**src/rtl/uart_rx_core.sv**
```systemverilog
// 8N1 UART receiver: 2-flop synchronized line, mid-bit sampling FSM,
// one-entry valid/ready holding register with framing-error and overrun pulses.
`timescale 1ns/1ps
module uart_rx_core #(
  parameter int unsigned CLKS_PER_BIT = 434
) (
  input  logic       clk,
  input  logic       rst_n,
  input  logic       rx,
  output logic [7:0] rx_data,
  output logic       rx_valid,
  input  logic       rx_ready,
  output logic       busy,
  output logic       frame_err,
  output logic       overrun
);

  localparam int unsigned CW = $clog2(CLKS_PER_BIT);
  localparam logic [CW-1:0] HALF_M1 = CW'(CLKS_PER_BIT / 2 - 1);
  localparam logic [CW-1:0] FULL_M1 = CW'(CLKS_PER_BIT - 1);

  typedef enum logic [2:0] {IDLE, START, DATA, STOP, BREAK} state_t;

  state_t          state;
  logic            rx_meta;
  logic            rxs;
  logic [CW-1:0]   bit_cnt;
  logic [2:0]      bit_idx;
  logic [7:0]      shreg;
  logic            cnt_zero;

  always_comb begin
    cnt_zero = (bit_cnt == '0);
  end

  always_ff @(posedge clk or negedge rst_n) begin
    if (!rst_n) begin
      rx_meta   <= 1'b1;
      rxs       <= 1'b1;
      state     <= IDLE;
      bit_cnt   <= '0;
      bit_idx   <= '0;
      shreg     <= '0;
      rx_data   <= '0;
      rx_valid  <= 1'b0;
      busy      <= 1'b0;
      frame_err <= 1'b0;
      overrun   <= 1'b0;
    end else begin
      rx_meta   <= rx;
      rxs       <= rx_meta;
      frame_err <= 1'b0;
      overrun   <= 1'b0;

      // Consume first; a load in STOP below overrides this on the same edge.
      if (rx_valid && rx_ready) rx_valid <= 1'b0;

      case (state)
        IDLE: begin
          if (!rxs) begin
            bit_cnt <= HALF_M1;
            state   <= START;
            busy    <= 1'b1;
          end
        end
        START: begin
          if (cnt_zero) begin
            if (!rxs) begin
              bit_cnt <= FULL_M1;
              bit_idx <= '0;
              state   <= DATA;
            end else begin
              state <= IDLE;
              busy  <= 1'b0;
            end
          end else begin
            bit_cnt <= bit_cnt - CW'(1);
          end
        end
        DATA: begin
          if (cnt_zero) begin
            shreg   <= {rxs, shreg[7:1]};
            bit_cnt <= FULL_M1;
            bit_idx <= bit_idx + 3'd1;
            if (bit_idx == 3'd7) state <= STOP;
          end else begin
            bit_cnt <= bit_cnt - CW'(1);
          end
        end
        STOP: begin
          if (cnt_zero) begin
            if (rxs) begin
              state <= IDLE;
              busy  <= 1'b0;
              if (!rx_valid || rx_ready) begin
                rx_data  <= shreg;
                rx_valid <= 1'b1;
              end else begin
                overrun <= 1'b1;
              end
            end else begin
              frame_err <= 1'b1;
              state     <= BREAK;
            end
          end else begin
            bit_cnt <= bit_cnt - CW'(1);
          end
        end
        BREAK: begin
          if (rxs) begin
            state <= IDLE;
            busy  <= 1'b0;
          end
        end
        default: begin
          state <= IDLE;
          busy  <= 1'b0;
        end
      endcase
    end
  end

endmodule

```
**config.mk**
```make
export PLATFORM = sky130hd
export DESIGN_NAME = uart_rx_core
export DESIGN_NICKNAME = d
export VERILOG_FILES = /design/src/rtl/uart_rx_core.sv
export SDC_FILE = /design/constraint.sdc
export NUM_CORES = 1
export LEC_CHECK = 0
export CAP_MARGIN = 20
export CORE_ASPECT_RATIO = 1.5
export CORE_UTILIZATION = 50
export CTS_BUF_LIST = sky130_fd_sc_hd__clkbuf_4 sky130_fd_sc_hd__clkbuf_8
export DETAILED_ROUTE_END_ITERATION = 12
export PLACE_DENSITY_LB_ADDON = 0.2
export SETUP_SLACK_MARGIN = 0.3
export SYNTH_ARGS = -nofsm -noshare
export SYNTH_HDL_FRONTEND = slang
export SYNTH_SLANG_ARGS = --single-unit
```
**constraint.sdc**
```tcl
create_clock -name clk -period 2.6 [get_ports clk]
set_clock_uncertainty 0.15 [all_clocks]
set_input_delay 0.26 -clock clk [delete_from_list [all_inputs] [get_ports clk]]
set_output_delay 0.26 -clock clk [all_outputs]
set_load 0.02 [all_outputs]
```
==> flow_summary_export.csv <==
group,metric,value,unit
synth,synthTopCellsByArea,"dfrtp_1, mux2_2, dfstp_2",
clock_network,cts-root-buf,"clkbuf_8",
pwr,p_per_area,520,mW/mm²
synth,synth_seq_area_share,51.7,%
grt,grt_util_all_layers,22.8,%
critical_path,cp-end-kind,"flip-flop",
routing,wire_per_inst,17.3,µm
synth,synthMuxAreaShare,10.6,%
sta,setup_viol,0,
sta,maxSlewHeadroom,53.3,%
grt,met2_usage,37.7,%
pwr,leakagePower,0.991,nW
synth,synth.most_common_cell,"dfrtp_1",
sta,fmax,0.455,GHz
routing,dr_total_vias,1327,
synth,synthAdderAreaFrac,2.65,%
placed_design,placed_cells,212,
status,status,"finished, final reports clean",
grt,antenna_found_initial,0,
die,die_area,0.00384,mm²
synth,synth_top_area_share,48.8,%
synth,synth_top_family_by_area,"simple AND/OR/NAND/NOR gates",
die,rows,26,
die,ios,16,
synth,syn_inst,155,
grt,grt.overflow.total,0,
sta,fin_crit,2.20,ns
sta,rsz0062_at_grt,"false",
routing,finalWirelength,3.83,mm
finish,instances_no_fill,222,
critical_path,worst_setup_path_start_kind,"flip-flop",
routing,drtIter0Drc,39,
grt,grt_first_pass_wirelength,6.36,mm
clock_network,insertion_delay,0.29,ns
worst_hold_path,hold_path.class,"reg2reg",
die,die_h,75.4,µm
clock_network,cts_buffers,5,
routing,drc,0,
synth,synth_seq_cells,37,
clock_network,cts_tree,"done",
critical_path,crit_type,"reg2reg",
clock_network,cts.clk_slew.worst_paths,0.08,ns
sta,tightest_slew,0.699,ns
synth,yosysWarningCount,0,
placed_design,place_hpwl,2.79,mm
die,die_x,50.9,µm
routing,drtPass1Iterations,4,
synth,postSynthNetCount,162,
grt,busiest_layer,"met2",
synth,synth_cell_types,49,
clock_network,htree_levels,2,
finish,post-route-util,63.1,%
clock_network,clockBufferDepth,2,
sta,setup_slack,0.404,ns
critical_path,cp.required,2.63,ns
synth,synth_compound_area_share,15.0,%
grt,use_met3,4.79,%
synth,synth_xor_xnor_area_share,0.488,%
placed_design,gp_congestion,0.971,
finish,layout-drive-gt1-share,24.4,%
sta,finalHoldViolCount,0,
synth,synth_top_area_cell,"dfrtp_1",
routing,ant_nets,0,
synth,syn_area,0.00180,mm²
synth,synth-simple-area-share,17.2,%
synth,async_flop_share,100,%
die,core-area,0.00342,mm²
sta,period_share,84.5,%
placed_design,dp_worst_setup_slack,0.327,ns
synth,netlist_top_cells_count,"dfrtp_1, mux2_2, nor2_1, nor3_1, o21ai_0",
synth,synth_edf_count,0,
synth,synth-main-ff-cell,"dfrtp_1",
critical_path,cp_max_fo,6,
pwr,peakVddDrop,0.409,mV
job,max_cap_violations,0,
sta,maxSlewViolCount,0,
critical_path,arrival,2.22,ns
sta,tns,0,ns
grt,met1_usage,26.1,%
clock_network,clock-sinks,37,
grt,grt_max_degree,38,
grt,grt_pass1_vias,1340,
clock_network,holdBufCountCts,0,
finish,area_delta_synth_final,20.1,%
finish,antenna_cells,0,
placed_design,place.port_buffers,15,
die,start_util,52.6,%
routing,routed_via_density,5.98,
synth,syn_area_per_cell,11.6,µm²
finish,nNetsFinal,186,
[flip-flops by register name, summed over array words and instances (netlist names)]
signal,cells
bit_cnt,9
rx_data,8
shreg,8
bit_idx,3
state,3
busy,1
frame_err,1
overrun,1
rx_meta,1
rx_valid,1
rxs,1
[what timing repair did]
| action | CTS | global route |
|---|---|---|
| endpoints found under the setup margin | 0 | 1 |
| buffers inserted | 0 | 2 |
| resized for setup | 0 | 1 |
[metrics by stage]
stage	instance area (µm²)	total power, mW	hold slack [ns]
floorplan	1800	0.595	-0.186
CTS	2140	1.13	0.210
finish	2160	1.12	0.210
global route	2160	1.15	0.215
detailed placement	2020	0.614	0.197
global placement	2020	0.613	0.196
[final cells by class]
class	instances	area, µm²
fill	272	1260
sequential	37	928
multi-input combinational	107	826
timing repair buffer	23	210
clock buffer	6	82.6
tap	42	52.6
clock inverter	2	37.5
inverter	5	18.8
[where the power goes]
part / internal [mW] / switching (mW)
clock network: 0.312 / 0.208
registers: 0.578 / 0.00236
logic: 0.00655 / 0.0147
total: 0.896 / 0.226
[cell families after synthesis]
family | after synthesis
AO/OA/AOI/OAI | 38
XOR/XNOR | 1
AND/OR/NAND/NOR | 47
buffers and inverters | 11
adder cells (fa/ha/maj) | 4
flip-flops | 37
multiplexers | 17
[worst paths after layout]
check	start	end	slack [ns]	cells after the start
max	bit_cnt[0]	shreg[6]	0.40	6
min	rx_meta	rxs	0.21	0
max reg2reg	bit_cnt[0]	shreg[6]	0.40	6
min reg2reg	rx_meta	rxs	0.21	0
max in group asynchronous	rst_n	rxs	1.72	2
min in group asynchronous	rst_n	bit_cnt[5]	0.23	2
[metal layers]
metal  part of all wire [%]  wire length (µm)
met1                     40              1530
met2                     51              1960
met3                    3.9               150
met4                    5.2               200
met5                      0                 0
[placed cells by master, fill, tap and decap left out, types with 3 or more instances in the layout]
| cell | n |
|---|---|
| nor3_1 | 8 |
| a21oi_1 | 6 |
| dfrtp_1 | 35 |
| ha_1 | 3 |
| inv_1 | 5 |
| nor2b_1 | 3 |
| mux2_2 | 16 |
| nor2_1 | 10 |
| clkbuf_8 | 6 |
| buf_4 | 8 |
| clkdlybuf4s50_1 | 15 |
| nand2_1 | 7 |
| o21ai_0 | 8 |
| a31oi_1 | 3 |
[worst max-delay path: stages, from the launching register on]
cell     delay [ns]
dfrtp_1        0.41
inv_1          0.07
ha_1           0.19
or4b_4         0.55
nor2_8         0.16
and3_2         0.23
mux2_2         0.34
Note: power is estimated with default switching activity, not from simulation.
